`config.mk`:
```
export PLATFORM = sky130hd
export DESIGN_NAME = ex_muldiv_unit
export DESIGN_NICKNAME = d
export VERILOG_FILES = /design/src/rtl/ex_muldiv_unit.sv
export SDC_FILE = /design/constraint.sdc
export NUM_CORES = 1
export LEC_CHECK = 0
export ABC_CLOCK_PERIOD_IN_PS = 7000
export CORE_AREA = 2 2 179 181
export DETAILED_ROUTE_END_ITERATION = 12
export DIE_AREA = 0 0 181 183
export PLACE_DENSITY = 0.63
export SYNTH_ARGS = -nofsm -noshare
export SYNTH_HDL_FRONTEND = slang
export SYNTH_SLANG_ARGS = --single-unit
```
`constraint.sdc`:
```
create_clock -name clk -period 7 [get_ports clk]
set_input_delay 1.4 -clock clk [delete_from_list [all_inputs] [get_ports clk]]
set_output_delay 1.4 -clock clk [all_outputs]
set_load 0.05 [all_outputs]
```
`src/rtl/ex_muldiv_unit.sv`:
```
// Iterative multiply/divide unit for the EX stage: shift-add multiply, restoring divide.
// Optional feature: define MULDIV_EARLY_OUT_EN for single-cycle trivial mul/div results.
module ex_muldiv_unit #(
  parameter int XLEN  = 32,
  parameter int TAG_W = 5
) (
  input  logic             clk,
  input  logic             reset,
  input  logic             flush,
  input  logic             in_valid,
  output logic             in_ready,
  input  logic [2:0]       in_op,
  input  logic [XLEN-1:0]  in_src1,
  input  logic [XLEN-1:0]  in_src2,
  input  logic [TAG_W-1:0] in_tag,
  output logic             out_valid,
  input  logic             out_ready,
  output logic [XLEN-1:0]  out_result,
  output logic [TAG_W-1:0] out_tag,
  output logic             busy
);

  localparam int CW = $clog2(XLEN + 1);
  localparam logic [CW-1:0] LAST = CW'(XLEN);

  typedef enum logic [1:0] {IDLE = 2'd0, CALC = 2'd1, DONE = 2'd2} state_t;
  state_t state, state_nxt;

  logic [2:0]        op_q;
  logic              s1_q, s2_q, dz_q;
  logic [CW-1:0]     cnt;
  logic [2*XLEN-1:0] p;
  logic [XLEN-1:0]   b_q;

  logic              signed_op, in_s1, in_s2, accept, early;
  logic [XLEN-1:0]   mag1, mag2;

  assign signed_op = in_op[2] ? ~in_op[0] : ~in_op[1];
  assign in_s1     = signed_op & in_src1[XLEN-1];
  assign in_s2     = signed_op & in_src2[XLEN-1];
  assign mag1      = in_s1 ? -in_src1 : in_src1;
  assign mag2      = in_s2 ? -in_src2 : in_src2;
  assign accept    = in_valid & ~flush & (state == IDLE);

`ifdef MULDIV_EARLY_OUT_EN
  always_comb begin
    early = 1'b0;
    if (in_op[2])
      early = (in_src2 != '0) && (mag1 < mag2);
    else
      early = (in_src1 == '0) || (in_src2 == '0);
  end
`else
  assign early = 1'b0;
`endif

  assign in_ready  = (state == IDLE);
  assign busy      = (state != IDLE);
  assign out_valid = (state == DONE);

  always_ff @(posedge clk) begin
    if (reset) state <= IDLE;
    else       state <= state_nxt;
  end

  always_comb begin
    state_nxt = state;
    case (state)
      IDLE:    if (accept) state_nxt = CALC;
      CALC:    if (cnt == LAST) state_nxt = DONE;
      DONE:    if (out_ready) state_nxt = IDLE;
      default: state_nxt = IDLE;
    endcase
    if (flush) state_nxt = IDLE;
  end

  // p holds {hi, lo}: product for mul, {remainder, dividend/quotient} for div
  logic [XLEN:0]     mul_sum, div_shift, div_diff;
  logic              div_ge;
  logic [XLEN-1:0]   div_rem;
  logic [2*XLEN-1:0] p_step;

  always_comb begin
    mul_sum   = {1'b0, p[2*XLEN-1:XLEN]} + (p[0] ? {1'b0, b_q} : '0);
    div_shift = {p[2*XLEN-1:XLEN], p[XLEN-1]};
    div_ge    = div_shift >= {1'b0, b_q};
    div_diff  = div_shift - {1'b0, b_q};
    div_rem   = div_ge ? div_diff[XLEN-1:0] : div_shift[XLEN-1:0];
    p_step    = op_q[2] ? {div_rem, p[XLEN-2:0], div_ge}
                        : {mul_sum[XLEN:0], p[XLEN-1:1]};
  end

  logic [2*XLEN-1:0] prod;
  logic [XLEN-1:0]   quo_fix, rem_fix, final_result;

  always_comb begin
    prod    = (s1_q ^ s2_q) ? -p : p;
    quo_fix = dz_q ? '1 : ((s1_q ^ s2_q) ? -p[XLEN-1:0] : p[XLEN-1:0]);
    rem_fix = s1_q ? -p[2*XLEN-1:XLEN] : p[2*XLEN-1:XLEN];
    if (op_q[2])
      final_result = op_q[1] ? rem_fix : quo_fix;
    else
      final_result = (op_q[1:0] == 2'b00) ? prod[XLEN-1:0] : prod[2*XLEN-1:XLEN];
  end

  // Early-out skips the iterations and lands directly on the final sign-fix cycle
  always_ff @(posedge clk) begin
    if (reset) begin
      cnt        <= '0;
      out_result <= '0;
      out_tag    <= '0;
      op_q       <= '0;
      s1_q       <= 1'b0;
      s2_q       <= 1'b0;
      dz_q       <= 1'b0;
      p          <= '0;
      b_q        <= '0;
    end else if (flush) begin
      cnt <= '0;
    end else begin
      case (state)
        IDLE: if (in_valid) begin
          op_q    <= in_op;
          out_tag <= in_tag;
          s1_q    <= in_s1;
          s2_q    <= in_s2;
          dz_q    <= in_op[2] & (in_src2 == '0);
          b_q     <= mag2;
          if (early) begin
            p   <= in_op[2] ? {mag1, {XLEN{1'b0}}} : '0;
            cnt <= LAST;
          end else begin
            p   <= {{XLEN{1'b0}}, mag1};
            cnt <= '0;
          end
        end
        CALC: if (cnt == LAST) begin
          out_result <= final_result;
        end else begin
          p   <= p_step;
          cnt <= cnt + 1'b1;
        end
        default: ;
      endcase
    end
  end

endmodule

```
# Word-level counts from Yosys, hierarchy flattened
# Cells that the tools add are included.
[totals]
input_bits = 77
out_inout_bits = 40
register_bits = 147
elab_cells = 70
[op_classes]
eq_ne = 8
n_bitwise = 9
n_reduce_logical = 11
muxes = 23
addsub = 8
magnitude_cmp = 1
[op_table]
columns = ["operator", "n"]
rows = [
  ["2-to-1 mux 32 bit", 10],
  ["2-to-1 mux 64 bit", 4],
  ["negation 32 bit", 4],
  ["case mux 64 bit (2 select lines)", 1],
  ["negation 64 bit", 1],
  ["adder 32 x 32 -> 33 bit", 1],
  ["greater-or-equal comparator 33 x 32 -> 1 bit", 1],
  ["logical NOT 32 bit", 1],
  ["subtractor 32 bit", 1],
  ["2-to-1 mux 6 bit", 2],
  ["case mux 6 bit (2 select lines)", 1],
  ["AND reduction 3 bit", 4],
  ["adder 6 x 1 -> 6 bit (second input constant)", 1],
  ["equality test 6 bit (second input constant)", 1],
  ["2-to-1 mux 2 bit", 3],
  ["!= test 2 bit (second input constant)", 3],
  ["case mux 2 bit (3 select lines)", 1],
  ["AND 1 bit", 5],
  ["logical NOT 2 bit", 2],
  ["!= test 2 x 1 -> 1 bit (second input constant)", 2],
  ["AND reduction 4 bit", 1],
  ["nonzero test 2 bit", 2],
  ["NOT 1 bit", 3],
  ["equality test 2 x 1 -> 1 bit (second input constant)", 1],
  ["other kinds (4)", 4],
]

# Depth between registers and ports, before layout
# Gate-level depths: netlist of run 1.
[depth]
ltp_word = 6
depth_mapped = 14
depth_no_buf = 13

# Worst setup path before layout of run 1
# OpenSTA, ideal clock, no wires.
[synth_path]
kind = "input to register"
start = "input in_src2[8]"
end = "register b_q[30]"
required_ns = 6.914
path_stages = 8
setup_time_ns = 0.086
t_arrival_ns = 3.809
path_buffers = 0
path_slack_ns = 3.105
cell_sequence = "or4_1 -> or3_1 -> nor4_2 -> nand2_1 -> or4_1 -> o31ai_1 -> xor2_1 -> a211oi_1"
[synth_via]
elab_chain_len = 2
[synth_rtl]
columns = ["element", "line_no", "source"]
rows = [
  ["start: declaration", "14", "input logic [XLEN-1:0] in_src2,"],
  ["negation 32 bit", "42", "assign mag2 = in_s2 ? -in_src2 : in_src2;"],
  ["2-to-1 mux 32 bit", "42", ""],
  ["end signal: assignment", "128", "b_q <= mag2;"],
  ["end: declaration", "33", "logic [XLEN-1:0] b_q;"],
]
# No other way between the ends.
# A chain may end at the register's enable or synchronous reset.

# Worst setup path after layout of run 1
[layout_path]
start = "register p[40]"
end = "register p[56]"
[layout_via]
elab_chain_len = 5
elab_cells_between_ends = 7
cone_classes = "add/sub (2); order compare (1); mux (4)"
[layout_rtl]
columns = ["element", "line_no", "source"]
rows = [
  ["start: declaration", "32", "logic [2*XLEN-1:0] p;"],
  ["start signal: assignment", "130", "p <= in_op[2] ? {mag1, {XLEN{1'b0}}} : '0;"],
  ["start signal: assignment", "133", "p <= {{XLEN{1'b0}}, mag1};"],
  ["start signal: assignment", "140", "p <= p_step;"],
  ["subtractor 32 bit or greater-or-equal comparator 33 x 32 -> 1 bit (tied branches)", "87, 86", ""],
  ["2-to-1 mux 32 bit", "88", "div_rem = div_ge ? div_diff[XLEN-1:0] : div_shift[XLEN-1:0];"],
  ["2-to-1 mux 64 bit (*)", "89", "p_step = op_q[2] ? {div_rem, p[XLEN-2:0], div_ge}"],
  ["2-to-1 mux 64 bit (*)", "137", "CALC: if (cnt == LAST) begin"],
  ["case mux 64 bit (2 select lines) (*)", "121", "case (state)"],
]
# Every way passes the cells marked *; elsewhere a longest branch is shown, timed or not. The select of a mux whose other input is x is not followed.

==> results.md, run 1 <==
- Ports: 117
- Largest net degree at the start of global routing: 73
- Yosys warning total: 0
- Slowest stage delay, CP: 820 ps
- Pleak: 0.006255 µW
- Slowest cell on the critical path: o31ai_4
- Row cnt: 65
- Max Freq: 0.2294 GHz
- Total track usage: 0.2979
- Avg Cell Area, Syn: 7.194 µm²
- CTS sink count: 147
- Peak supply drop: 0.1257 mV
- TritonCTS clock tree: done
- GRT overflow: 0
- Via count of the first global-routing pass: 13480
- Worst-margin pin slew: 1126 ps
- Routed Antenna Nets: 0
- Metal3 WL: 4446 µm
- Hold Crit Class: register to register
- Die height: 183 µm
- Worst skew pair latency: 440 ps
- N_diodes: 0
- Hold Path Cell Cnt: 2
- Post-synthesis cell area: 0.01391 mm²
- DR DRC count: 0
- Max-slew headroom: 0.2417
- Routability Congestion: 0.9501
- Post CTS Setup Buffer Count: 0
- Min cycle time layout: 4360 ps
- Status: complete, no violations
- RSZ-0062 raised after global routing: false
- Wire length on met1: 24060 µm
- Final Cell Area: 0.01585 mm²
- Startpoint Class: register
- DRT Pass-1 Iters: 6
- Core box area: 0.03123 mm²
- Post-detail-place hpwl: 38210 µm
- Antenna violations before repair: 0
- Hold_buf cts: 0
- Clock skew: 13.26 ps
- Fin. Hold Viols: 0
- Mapped Cells: 1934
- Post-synth ARST share: 0
- CTS H-Tree Depth: 4
- Setup TNS: 0 ps
- Largest area contributor in the netlist: dfxtp_1
- Uppermost routed layer: met4
- Number of synthesized flops with an enable pin: 0
- Die area: 0.03312 mm²
- Area contributors post-synth: dfxtp_1, xor2_1, a21oi_1
- Synth unique cells: 80
- Tcrit/Tclk final: 0.6228
- Maxcap violations: 0
- Port bufs: 116
- First-pass GRT wire length: 78240 µm
- First DRT Iteration DRCs: 1579
- Drt via density: 6.179
- Met2 WL: 20610 µm
- Register area share after synthesis: 0.2115
- Area Overhead vs Synth: 13.92%
- Final wirelength: 50210 µm
- # nets final: 2102
- Share of layout cells above drive strength 1: 0.04934
- Pwr/cell area: 156.7 mW/mm²
- Post-DP Area: 0.01525 mm²
- Die Wd: 181 µm
- Clock-pin slew on the worst setup and hold paths: 70 ps
- Root buf cell: clkbuf_16
- Endpoints failing setup: 0
- Post-CTS resize count: 0
- Kind of end point of the critical path: register
- Crit path cell chain: ha_1 -> nand4_1 -> nor2_1 -> a21boi_0 -> o21bai_1 -> a21o_1 -> a31o_2 -> o31ai_4 -> buf_4 -> mux2_2 -> a221o_1
- Slew Limit Fails: 0
- #FFs+latches synth: 147
- Crit path max fanout: 16
- Synth Net Count: 2083
- Register-to-Register Path Depth: 11
- CP Data Required Time: 7330 ps
- WL/cell: 21.20 µm
- DR vias: 14630
- Worst reg2reg setup slack: 2640 ps
- Starting Density: 0.4455
- Top FF cell, synth: dfxtp_1
- CTS Buffer Depth: 2
- Setup CP Type: register to register
- Top-area cell type share of the netlist area: 0.2115
- CP Data Arrival Time: 4690 ps
- TritonCTS Buffers: 17
[sequential cells by signal, summed over array words and instances (netlist names)]
signal	cells
out_result	32
s2_q	1
dz_q	1
cnt	6
out_tag	5
p	64
b_q	32
state	2
op_q	3
s1_q	1
[placed cells by master, fill, tap and decap left out, drive strengths merged, types with 70 or more instances in the layout]
cell,synthesis,routed
nor2,239,239
a21oi,181,181
nand2,171,171
dfxtp,147,147
o21ai,129,129
clkdlybuf4s50,0,115
xor2,104,104
xnor2,93,93
a211oi,70,70
ha,70,70
inv,68,70
[area by class of cell]
type	instances	area (µm²)
Fill cell	3210	15380
Multi-Input combinational cell	1578	10210
Sequential cell	147	2944
Timing Repair Buffer	140	1336
Tap cell	402	503.0
Clock buffer	21	470.5
Inverter	69	259.0
Clock inverter	11	126.4
[worst paths after layout]
kind / startpoint / endpoint
max reg2reg: p[40]$_SDFFE_PP0P_ / p[56]$_SDFFE_PP0P_
min: out_result[14]$_SDFFE_PP0P_ / out_result[14]$_SDFFE_PP0P_
min reg2reg: out_result[14]$_SDFFE_PP0P_ / out_result[14]$_SDFFE_PP0P_
max: p[40]$_SDFFE_PP0P_ / p[56]$_SDFFE_PP0P_
[layer usage]
layer,vias to the layer above,track usage
li1,7036,-
met1,6844,0.4415
met2,680,0.4382
met3,73,0.05679
met4,0,0.08000
met5,-,0
[cell families after synthesis]
logic type,count (synthesis),share of synthesized area
AND/OR/NAND/NOR,636,0.2133
multiplexers,56,0.04056
adder cells (fa/ha/maj),72,0.06583
buffers and inverters,209,0.05755
XOR/XNOR,197,0.1240
flip-flops,147,0.2115
AO/OA/AOI/OAI,617,0.2872
[cells in the mapped netlist, drive strengths merged, types with 7 or more instances]
cell    instances
a211oi         70
a21o           36
a21oi         181
a221oi         22
a22oi          17
a311oi         10
a31oi          22
and2           16
and3           12
buf            12
clkbuf        128
dfxtp         147
ha             70
inv            68
mux2i          53
nand2         171
nand2b         16
nand3          27
nand3b          7
nand4          19
nor2          239
nor2b          15
nor3           36
nor4           23
o211ai         20
o21ai         129
o21bai          9
o31ai          20
o41ai          18
or2            14
or3            22
or4            10
xnor2          93
xor2          104
[critical path, delay by kind of cell, from the launching register on]
| family | cells | cell delay (ps) |
|---|---|---|
| adder cells (fa/ha/maj) | 1 | 330 |
| AND/OR/NAND/NOR | 2 | 490 |
| AO/OA/AOI/OAI | 6 | 2070 |
| buffers and inverters | 1 | 400 |
| multiplexers | 1 | 370 |
| flip-flops | 1 | 610 |
[power by group]
| group | internal [µW] | total [µW] | switching (µW) |
|---|---|---|---|
| logic | 233 | 616 | 383 |
| clock network | 555 | 965 | 409 |
| registers | 865 | 902 | 37.1 |
| total | 1650 | 2480 | 830 |
[per-stage QoR]
stage          hold slack (ps)    util  setup WS (ps)  std cells  total power [µW]
6_report                 441.6  0.5075           2640       2368              2483
5_1_grt                  454.0  0.5075           2465       2368              2585
4_1_cts                  445.8  0.5075           2730       2368              2480
3_5_place_dp             434.7  0.4884           2388       2336              1520
3_3_place_gp             428.2  0.4884           2383       2336              1517
2_1_floorplan            431.9       -           3105       1934              1319
Note: power is estimated with default switching activity, not from simulation.
==> inputs of run 2 (changes only) <==
ABC_CLOCK_PERIOD_IN_PS = 4300   (was 7000)
clock period = 4.3 ns   (was 7 ns; I/O delays follow)
==> run 2 against run 1 <==
  * Core utilization is 0.84 points higher
  * Clock power increased by 58%
  * Maximum frequency is 12% higher
  * Register-to-register slack lost 2200 ps
  * Design area grew 1.7%
  * Worst hold slack got worse by 4.7 ps
  * Critical endpoint is now p[59]$_SDFFE_PP0P_
  * Largest cell class unchanged
  * Largest power group unchanged
==> results.md, run 2 (synthesis gave the netlist of run 1 again) <==
- Setup TNS: 0 ps
- Inst Count DP: 2374
- TritonCTS clock tree: done
- Biggest register: p
- Via count of the first global-routing pass: 13450
- Design Power: 3998 µW
- Maxcap violations: 0
- Row cnt: 65
- Most common cell after layout, fill and taps aside: nor2_1
- Slew Limit Fails: 0
- Post CTS Setup Buffer Count: 0
- Multi-input gate area: 0.01021 mm²
- Startpoint Class: register
- Clock-pin slew on the worst setup and hold paths: 70 ps
- Peak supply drop: 0.2470 mV
- Core box area: 0.03123 mm²
- Hold_buf cts: 0
- Max Freq: 0.2580 GHz
- Crit path cell chain: clkinv_1 -> nor2_1 -> ha_1 -> a21o_1 -> a21o_1 -> a2111oi_0 -> o31ai_1 -> a2111oi_0 -> o311a_1 -> or4b_2 -> a31oi_1 -> a211o_1
- FF+latch area: 0.002944 mm²
- Status: complete, no violations
- N_diodes: 0
- Routed Antenna Nets: 0
- Largest net degree at the start of global routing: 73
- Worst-margin pin slew: 903.7 ps
- Die height: 183 µm
- Starting Density: 0.4455
- Post-route insts no fill: 2406
- Critical path buffers and inverters: 1
- CTS Buffer Depth: 2
- Die area: 0.03312 mm²
- CTS H-Tree Depth: 4
- Layout Utilization: 0.5159
- Register-to-Register Path Depth: 12
- CTS sink count: 147
- DR DRC count: 0
- WL/cell: 20.66 µm
- Antenna violations before repair: 0
- Post-detail-place hpwl: 38060 µm
- DRT Pass-1 Iters: 5
- Setup CP Type: register to register
- Worst setup endpoint: p[59]$_SDFFE_PP0P_
- Kind of end point of the critical path: register
- First-pass GRT wire length: 76650 µm
- Tcrit/Tclk final: 0.9013
- Hold Path Cell Cnt: 2
- Reg2reg start: p[0]$_SDFFE_PP0P_
- Pleak: 0.006454 µW
- Worst skew pair latency: 440 ps
- Clock skew: 14.75 ps
- Post-CTS resize count: 0
- Drt via density: 6.138
- # nets final: 2140
- Final Cell Area: 0.01611 mm²
- CP Data Arrival Time: 4200 ps
- TritonCTS Buffers: 17
- Crit path max fanout: 12
- Pwr/cell area: 248.1 mW/mm²
- RSZ-0062 raised after global routing: false
- Final wirelength: 49720 µm
- Share of layout cells above drive strength 1: 0.06786
- Total track usage: 0.2935
- CP Data Required Time: 4630 ps
- Most frequent cells in the layout: nor2_1, a21oi_1, nand2_1
- Die Wd: 181 µm
- Max FFs per register: 64
- Fin. Hold Viols: 0
- Worst reg2reg setup slack: 420 ps
- Max-slew headroom: 0.3912
- FF-to-FF End: p[59]$_SDFFE_PP0P_
- Largest registers: p (64), b_q (32), out_result (32)
- First DRT Iteration DRCs: 1422
- Crit path launch: p[0]$_SDFFE_PP0P_
- Post-DP Area: 0.01554 mm²
- CP top delay family: compound AO/OA/AOI/OAI gates
- Endpoints failing setup: 0
- DR vias: 14770
- Hold Crit Class: register to register
- Ports: 117
- Min cycle time layout: 3876 ps
- Slowest stage delay, CP: 490 ps
- Routability Congestion: 0.9762
- Slowest cell on the critical path: a2111oi_0
- Stages on worst setup path: 12
- Layout fillers: 3196
- Root buf cell: clkbuf_16
- Port bufs: 116
- GRT overflow: 0
- Area Overhead vs Synth: 15.81%
run 2: cell types whose count changed in the layout (fill, tap and decap cells not counted), sizes merged:
| cell | delta |
|---|---|
| clkbuf | -2 |
| clkinvlp | -2 |
| bufinv | -1 |
| buf | +38 |
| clkinv | +2 |
| inv | +3 |
run 2: report_power, final:
group | internal [µW] | switching, µW | leakage, µW | total [µW]
Sequential | 1410 | 62.2 | 0.00120 | 1470
Clock | 836 | 682 | 0.000281 | 1520
Combinational | 389 | 621 | 0.00498 | 1010
Total | 2630 | 1370 | 0.00645 | 4000
run 2: metal layers:
metal	track usage	share of wire	vias up	routed length, µm
met2	0.4315	0.41	668	20410
met1	0.4242	0.47	6924	23200
li1	-	-	7103	-
met3	0.06255	0.095	72	4713
met5	0	0	-	0
met4	0.09659	0.028	0	1393
run 2: layout make-up:
type / count / area share
Sequential cell: 147 / 0.1827
Inverter: 69 / 0.01607
Tap cell: 402 / 0.03122
Multi-Input combinational cell: 1578 / 0.6337
Timing Repair Buffer: 178 / 0.1006
Clock inverter: 13 / 0.007532
Clock buffer: 19 / 0.02811
run 2: metrics by stage:
stage | worst slack (ps) | hold slack (ps)
floorplan | 945.0 | 431.9
global placement | 415.8 | 429.7
detailed placement | 359.8 | 433.2
CTS | 494.7 | 442.4
global route | 224.7 | 454.5
finish | 424.3 | 436.8
run 2: worst min-delay path by stage:
stage,to,slack [ps],start
finish,out_result[15]$_SDFFE_PP0P_,440,out_result[15]$_SDFFE_PP0P_
global placement,out_result[14]$_SDFFE_PP0P_,430,out_result[14]$_SDFFE_PP0P_
detailed placement,out_result[15]$_SDFFE_PP0P_,430,out_result[15]$_SDFFE_PP0P_
floorplan,b_q[31]$_SDFFE_PP0P_,430,b_q[31]$_SDFFE_PP0P_
CTS,out_result[15]$_SDFFE_PP0P_,440,out_result[15]$_SDFFE_PP0P_
global route,out_result[12]$_SDFFE_PP0P_,450,out_result[12]$_SDFFE_PP0P_
run 2: worst reg2reg max path, cell delays in order (launching register included):
cell and delay (ps):
dfxtp_1 440, clkinv_1 330, nor2_1 340, ha_1 390, a21o_1 250, a21o_1 180
a2111oi_0 410, o31ai_1 160, a2111oi_0 490, o311a_1 330, or4b_2 150, a31oi_1 70
a211o_1 240
